`config.mk`:
```
export PLATFORM = sky130hd
export DESIGN_NAME = stream_packet_demux
export DESIGN_NICKNAME = d
export VERILOG_FILES = /design/src/rtl/stream_demux_pkg.sv /design/src/rtl/stream_reg_slice.sv /design/src/rtl/stream_packet_demux.sv
export SDC_FILE = /design/constraint.sdc
export NUM_CORES = 1
export LEC_CHECK = 0
export CORE_AREA = 2 2 83 85
export DETAILED_ROUTE_END_ITERATION = 7
export DIE_AREA = 0 0 85 87
export HOLD_SLACK_MARGIN = 0.1
export PLACE_DENSITY = 0.92
export SLEW_MARGIN = 10
export SYNTH_ARGS = -nofsm -noshare
export SYNTH_HDL_FRONTEND = slang
export SYNTH_HIERARCHICAL = 1
export SYNTH_SLANG_ARGS = --single-unit
```
`constraint.sdc`:
```
create_clock -name clk -period 4.3 [get_ports clk]
set_clock_uncertainty 0.1 [all_clocks]
set_input_delay 0.86 -clock clk [delete_from_list [all_inputs] [get_ports clk]]
set_output_delay 0.86 -clock clk [all_outputs]
set_load 0.005 [all_outputs]
```
`src/rtl/stream_demux_pkg.sv`:
```
// Shared types for the packet stream demultiplexer: byte type and the
// per-packet routing state.
package stream_demux_pkg;

  typedef logic [7:0] byte_t;

  typedef enum logic [1:0] {
    IDLE,
    FWD,
    DROP
  } demux_state_t;

endpackage

```
`src/rtl/stream_reg_slice.sv`:
```
// One-entry valid/ready holding register for a data byte plus last flag.
// Accepts a load on the same cycle it is being drained, so it sustains one beat per cycle.
module stream_reg_slice
  import stream_demux_pkg::*;
(
  input  logic  clk,
  input  logic  rst,
  input  logic  load,
  input  byte_t load_data,
  input  logic  load_last,
  output logic  load_ready,
  output byte_t out_data,
  output logic  out_last,
  output logic  out_valid,
  input  logic  out_ready
);

  assign load_ready = !out_valid || out_ready;

  // Data and last only change on a load, so they stay stable while stalled.
  always_ff @(posedge clk or posedge rst) begin
    if (rst) begin
      out_data  <= 8'h00;
      out_last  <= 1'b0;
      out_valid <= 1'b0;
    end else if (load) begin
      out_data  <= load_data;
      out_last  <= load_last;
      out_valid <= 1'b1;
    end else if (out_ready) begin
      out_valid <= 1'b0;
    end
  end

endmodule

```
`src/rtl/stream_packet_demux.sv`:
```
// Routes one byte packet stream to one of NUM_OUTPUTS registered output streams,
// chosen by the address on the first beat; packets to missing outputs are counted and discarded.
module stream_packet_demux
  import stream_demux_pkg::*;
#(
  parameter  int NUM_OUTPUTS = 5,
  parameter  int DROP_CNT_W  = 16,
  localparam int ADDR_W      = $clog2(NUM_OUTPUTS)
) (
  input  logic                         clk,
  input  logic                         rst,
  input  logic [7:0]                   in_data,
  input  logic [ADDR_W-1:0]            in_addr,
  input  logic                         in_last,
  input  logic                         in_valid,
  output logic                         in_ready,
  output logic [NUM_OUTPUTS-1:0][7:0]  out_data,
  output logic [NUM_OUTPUTS-1:0]       out_last,
  output logic [NUM_OUTPUTS-1:0]       out_valid,
  input  logic [NUM_OUTPUTS-1:0]       out_ready,
  output logic [DROP_CNT_W-1:0]        drop_count
);

  localparam logic [ADDR_W:0] NUM_OUT_L = (ADDR_W + 1)'(NUM_OUTPUTS);

  demux_state_t            state, state_nxt;
  logic [ADDR_W-1:0]       dest_q;
  logic [ADDR_W-1:0]       dest;
  logic                    addr_ok;
  logic                    dropping;
  logic                    sel_ready;
  logic                    accept;
  logic                    first_drop;
  logic [NUM_OUTPUTS-1:0]  slice_ready;
  logic [NUM_OUTPUTS-1:0]  load;

  // With a power-of-two output count every address is in range.
  assign addr_ok    = {1'b0, in_addr} < NUM_OUT_L;
  assign accept     = in_valid && in_ready;
  assign first_drop = (state == IDLE) && accept && !addr_ok;

  always_comb begin
    dest     = dest_q;
    dropping = 1'b0;
    if (state == IDLE) begin
      dest     = in_addr;
      dropping = !addr_ok;
    end else if (state == DROP) begin
      dropping = 1'b1;
    end
  end

  // Only the selected output's slice can hold off the source.
  always_comb begin
    sel_ready = 1'b0;
    for (int i = 0; i < NUM_OUTPUTS; i++) begin
      if (dest == ADDR_W'(i)) sel_ready = slice_ready[i];
    end
    in_ready = dropping || sel_ready;
  end

  always_comb begin
    load = '0;
    for (int i = 0; i < NUM_OUTPUTS; i++) begin
      load[i] = accept && !dropping && (dest == ADDR_W'(i));
    end
  end

  always_comb begin
    state_nxt = state;
    case (state)
      IDLE: begin
        if (accept && !in_last) state_nxt = addr_ok ? FWD : DROP;
      end
      FWD: begin
        if (accept && in_last) state_nxt = IDLE;
      end
      DROP: begin
        if (accept && in_last) state_nxt = IDLE;
      end
      default: state_nxt = IDLE;
    endcase
  end

  always_ff @(posedge clk or posedge rst) begin
    if (rst) begin
      state  <= IDLE;
      dest_q <= '0;
    end else begin
      state <= state_nxt;
      if (state == IDLE && accept && addr_ok) dest_q <= in_addr;
    end
  end

  // Counts once per bad packet and sticks at all-ones rather than wrapping.
  always_ff @(posedge clk or posedge rst) begin
    if (rst) begin
      drop_count <= '0;
    end else if (first_drop && (drop_count != {DROP_CNT_W{1'b1}})) begin
      drop_count <= drop_count + 1'b1;
    end
  end

  for (genvar i = 0; i < NUM_OUTPUTS; i++) begin : g_out
    stream_reg_slice u_slice (
      .clk        (clk),
      .rst        (rst),
      .load       (load[i]),
      .load_data  (in_data),
      .load_last  (in_last),
      .load_ready (slice_ready[i]),
      .out_data   (out_data[i]),
      .out_last   (out_last[i]),
      .out_valid  (out_valid[i]),
      .out_ready  (out_ready[i])
    );
  end

endmodule
```
Yosys cells after proc, flatten, opt, wreduce, memory -nomap -nowiden
Cells that the tools add are included.
Word-level totals
  register bits: 71
  output and inout port bits: 67
Cells by class
  reduce and logical (&&, ||, !) cells: 36
  add/subtract/negate cells: 1
  mux-type cells: 22
  equality and inequality tests: 9
  magnitude comparators: 1
Operators by type and width (number)
  $mux W1: 17
  $add A16 B1 Y16 const B: 1
  $ne A16 B16 Y1 const B: 1
  $logic_and A1 B1 Y1: 13
  $reduce_bool A2 Y1: 5
  $logic_not A1 Y1: 8
  $eq A3 B2 Y1 const B: 2
  $logic_or A1 B1 Y1: 6
  $mux W2: 3
  $ne A2 B1 Y1 const B: 2
  $pmux W2 S2: 1
  $eq A3 B1 Y1 const B: 1
  $eq A3 B3 Y1 const B: 1
  $logic_not A3 Y1: 1
  $lt A3 B3 Y1 const B: 1
  $mux W3: 1
  $eq A2 B1 Y1 const B: 1
  $eq A2 B2 Y1 const B: 1
  $logic_not A2 Y1: 1
  $reduce_and A2 Y1: 1
  $reduce_or A2 Y1: 1

Longest topological paths before layout
  word-level depth: 13
  mapped depth: 11
  depth with buffers taken out: 9

Modules after synthesis
Netlist, hierarchy kept.
Modules (own cells, without submodules)
  stream_reg_slice: area each 412.9 um^2, sequential area each 250.2 um^2, cells an instance 23, instances 5
  stream_packet_demux: area each 1239.9 um^2, sequential area each 525.5 um^2, cells an instance 124, instances 1

Worst setup path before layout
No wires, ideal clock.
  path kind: input port to flip-flop
  start point: input port in_addr[0]
  end point: register g_out[0].u_slice.out_data[0]
  stages on the path: 8
  slack: 1.624 ns
  buffers on the path: 1
  arrival time: 2.451 ns
  cell sequence: and3b_1 > o21ai_0 > o311a_1 > a22oi_4 > or3_1 > nor2_1 > buf_6 > mux2_4
Between the ends
  cells in the longest elaborated chain, start to end: 11
  elaborated cells on any way between the ends: 19
RTL lines
  start: declaration: line stream_packet_demux.sv:13  | input logic [ADDR_W-1:0] in_addr,
  $mux W3: line stream_packet_demux.sv:45  | if (state == IDLE) begin
  $logic_not A3 Y1: line stream_packet_demux.sv:57, stream_packet_demux.sv:65
  $mux W1 (5 in series): line stream_packet_demux.sv:57  | if (dest == ADDR_W'(i)) sel_ready = slice_ready[i];
  $logic_or A1 B1 Y1: line stream_packet_demux.sv:59  | in_ready = dropping || sel_ready;
  $logic_and A1 B1 Y1: line stream_packet_demux.sv:39  | assign accept = in_valid && in_ready;
  $logic_and A1 B1 Y1: line stream_packet_demux.sv:65  | load[i] = accept && !dropping && (dest == ADDR_W'(i));
  $logic_and A1 B1 Y1 *: line stream_packet_demux.sv:65
  named net load[0]: line stream_packet_demux.sv:35  | logic [NUM_OUTPUTS-1:0] load;
  end signal: assignment: line stream_reg_slice.sv:27  | out_data <= load_data;
  end: declaration: line stream_reg_slice.sv:12  | output byte_t out_data,
The timed path passes the listed nets; every way through them passes the cells marked *.
A chain may end at the register's enable or synchronous reset.

Worst setup path after layout
  start point: register state[1]
  end point: output port in_ready
Between the ends
  cells in the longest elaborated chain, start to end: 9
  elaborated cells on any way between the ends: 16
RTL lines
  start: declaration: line stream_packet_demux.sv:26  | demux_state_t state, state_nxt;
  start signal: assignment: line stream_packet_demux.sv:90  | state <= state_nxt;
  $logic_not A2 Y1: line stream_packet_demux.sv:45
  $mux W3: line stream_packet_demux.sv:45
  $logic_not A3 Y1: line stream_packet_demux.sv:57
  $mux W1 (5 in series): line stream_packet_demux.sv:57
  $logic_or A1 B1 Y1 *: line stream_packet_demux.sv:59
  end: declaration: line stream_packet_demux.sv:16  | output logic in_ready,
Every way passes the cells marked *; elsewhere a longest branch is shown, timed or not.

==> metrics.txt <==
critical path, cell by cell inv_1 > ha_1 > mux2i_1 > o211ai_1 > o211ai_2 > o311ai_0 > nand2b_1 > clkdlybuf4s50_1; CP max stage cell clkdlybuf4s50_1; initial antenna violation count 0; simple-gate area share of the yosys netlist 0.106; pwr/cell area ~650 nW/um^2; max frequency 257 MHz; Max IR drop VDD 379 uV; Primary FF master, synth dfrtp_1; ant diodes 0; Initial Util 0.503; synthesized net count 262; cells after synthesis around 240; Adder-Cell Fraction of Synth Area 0.0114; RePlAce Congestion between 0.7 and 0.8; fraction of registers with async set or reset after synthesis 1.00; row cnt 30; placed insts 403; relative max-transition margin 0.462; # DRC 0; largest family of logic cells by synthesized area multiplexers; setup violators final 0; r2r setup slk 1.14 ns; compound-gate portion of the synthesized area 0.0466; kind of critical path flip-flop to output port; largest net degree at the start of global routing 22; register area share after synthesis 0.538; CP endpoint kind output port; per-cell routed wire length around 18 um; die area 7400 sq um; hold depth 1; Synth warnings 6; XOR/XNOR Fraction of Synth Area 0.0371; final instance area 4410 sq um; most common cell after layout, fill and taps aside clkdlybuf4s50_1; vias per cell 5.33; Die Span Y around 87 um; post-synth cell types 39; flops & latches, synth 71; DRT iter0 DRCs 85; min-delay src drop_count[11]$_DFFE_PP0P_; final critical-path required period 3.89 ns; CTS Root Cell clkbuf_8; number of synthesized flops with an enable pin 0; fillers 470; R2R Path Start state[1]$_DFFE_PP0P_; Tot Pwr roughly 2.9 mW; PortBufs 86; syn_area_per_cell 13.8 sq um; Final HPWL DP 5580 um; part of the cycle the worst path needs 0.905; most frequent cells in the layout 86 x clkdlybuf4s50_1, 71 x dfrtp_1, 46 x mux2_4; cts repair resizes 0; gr usage total 0.216; post-CTS setup buffer count 0; Post-CTS Hold Buffers 0; first-pass GRT wire length between 10000 and 15000 um; Antenna Nets Post-Route 0; TritonRoute pass-1 iters 4; Die W around 85 um; status finished, final reports clean; Final Max Slew Viols 0; worst hold margin a little under 0.4 ns; Cell Count, Final, Fillers Out 419; H-tree depth 3; num ports 87; Least-Margin Pin Slew 0.807 ns; dpl cell area ~4200 sq um; CP Buf/Inv Count 2; GRT overflow 0; Core Area 6570 sq um; worst hold endpoint drop_count[11]$_DFFE_PP0P_; vias in the first global route 2269; Reg clk slew, reported paths about 0.070 ns; Worst EP arrival 2.93 ns; Max-cap violations 0; setup TNS 0 ns; Max Buffers Root-to-Sink 2; Critical Path Source Type flip-flop; synthesis-to-layout area growth 33.6%; clk sinks 71; RSZ-0062 raised after global routing no; Num CTS Buffers 9; Leak 2.01 nW; final number of hold-violating endpoints 0; vias post-DR 2234; delay-heaviest family, CP buffers and inverters; Crit Path Max Fanout 14; layout cells sized above 1 0.224; CP max stage delay 0.51 ns; HP Class flip-flop to flip-flop; Detailed Route WL 7680 um; Skew-Pair Late Insertion Delay 0.34 ns; synthesized area 3300 sq um; R2R Path End g_out[4].u_slice/out_data[0]$_DFFE_PP0P_; final net count about 360; CP required 3.34 ns; r2r worst-path depth 10; CTS tree built; post-synthesis mux area share 0.226
where the power goes:
| part | switching, mW | total [mW] | internal (mW) | leakage, nW |
|---|---|---|---|---|
| registers | 0.183 | 1.11 | 0.927 | 0.897 |
| logic | 0.424 | 1.28 | 0.856 | 1.02 |
| clock network | 0.257 | 0.495 | 0.239 | 0.0873 |
| total | 0.863 | 2.88 | 2.02 | 2.01 |
through the flow:
step | setup WS (ns) | util
floorplan | 1.62 | -
global placement | 0.569 | 0.644
detailed placement | 0.516 | 0.644
CTS | 0.439 | 0.672
global route | 0.185 | 0.672
finish | 0.409 | 0.672
kinds of logic (layout without fill, tap and decap cells):
kind of cell    after synthesis  in the layout
buf+inv                      19            119
compound gates               17             17
fa+ha+maj                     3              3
simple gates                 64             64
xor+xnor                     14             14
flops                        71             71
mux                          51             51
worst register-to-register path, stage by stage (launching register included):
cell and delay [ns]:
dfrtp_1 0.42, inv_1 0.09, ha_1 0.45, mux2i_1 0.48
nand2_1 0.12, o21bai_2 0.20, a22oi_4 0.14, or3_1 0.37
nor2_1 0.10, buf_4 0.24, mux2_4 0.34
cell usage after synthesis, types with 2 or more instances:
master / number / area share
and2_1: 2 / 0.0038
and3_1: 3 / 0.0057
and3b_1: 2 / 0.0053
buf_6: 6 / 0.020
dfrtp_1: 71 / 0.54
ha_1: 3 / 0.011
inv_1: 12 / 0.014
mux2_2: 4 / 0.014
mux2_4: 46 / 0.21
nand2_1: 8 / 0.0091
nand2b_1: 12 / 0.023
nand3_1: 9 / 0.014
nand4_1: 3 / 0.0057
nor2_1: 13 / 0.015
nor3_1: 3 / 0.0045
nor3b_1: 2 / 0.0045
o211ai_1: 4 / 0.0091
o311a_1: 2 / 0.0061
or3_1: 2 / 0.0038
xnor2_1: 8 / 0.021
xor2_1: 6 / 0.016
cell type report:
type / instances / area (sq um) / area share
sequential: 71 / 1780 / 0.402
multi-input combinational: 149 / 1410 / 0.319
timing repair buffer: 91 / 898 / 0.204
clock buffer: 11 / 151 / 0.0343
tap: 80 / 100 / 0.0227
inverter: 12 / 45.0 / 0.0102
clock inverter: 5 / 32.5 / 0.00737
worst max-delay path by stage:
stage / startpoint / to / slack [ns] / cells after the start
final: state[1]$_DFFE_PP0P_ / in_ready / 0.41 / 8
after global routing: state[1]$_DFFE_PP0P_ / in_ready / 0.19 / 8
after CTS: state[1]$_DFFE_PP0P_ / in_ready / 0.44 / 8
after global placement: in_addr[1] / in_ready / 0.57 / 7
after floorplan: in_addr[0] / g_out[0].u_slice/out_data[0]$_DFFE_PP0P_ / 1.62 / 8
after detailed placement: in_addr[1] / in_ready / 0.52 / 7
flip-flops by register name (all words and copies together), names as in the netlist:
register / flops
state: 2
drop_count: 16
dest_q: 3
g_out.u_slice/out_valid: 5
g_out.u_slice/out_last: 5
g_out.u_slice/out_data: 40
layer usage:
metal  GRT usage  wire length [um]  vias to the layer above
met1       0.278              3440                     1129
met5           0                 0                        -
li1            -                 -                     1021
met2       0.362              3800                       76
met4      0.0779                87                        0
met3      0.0464               363                        8
(Power assumes the default switching activity.)
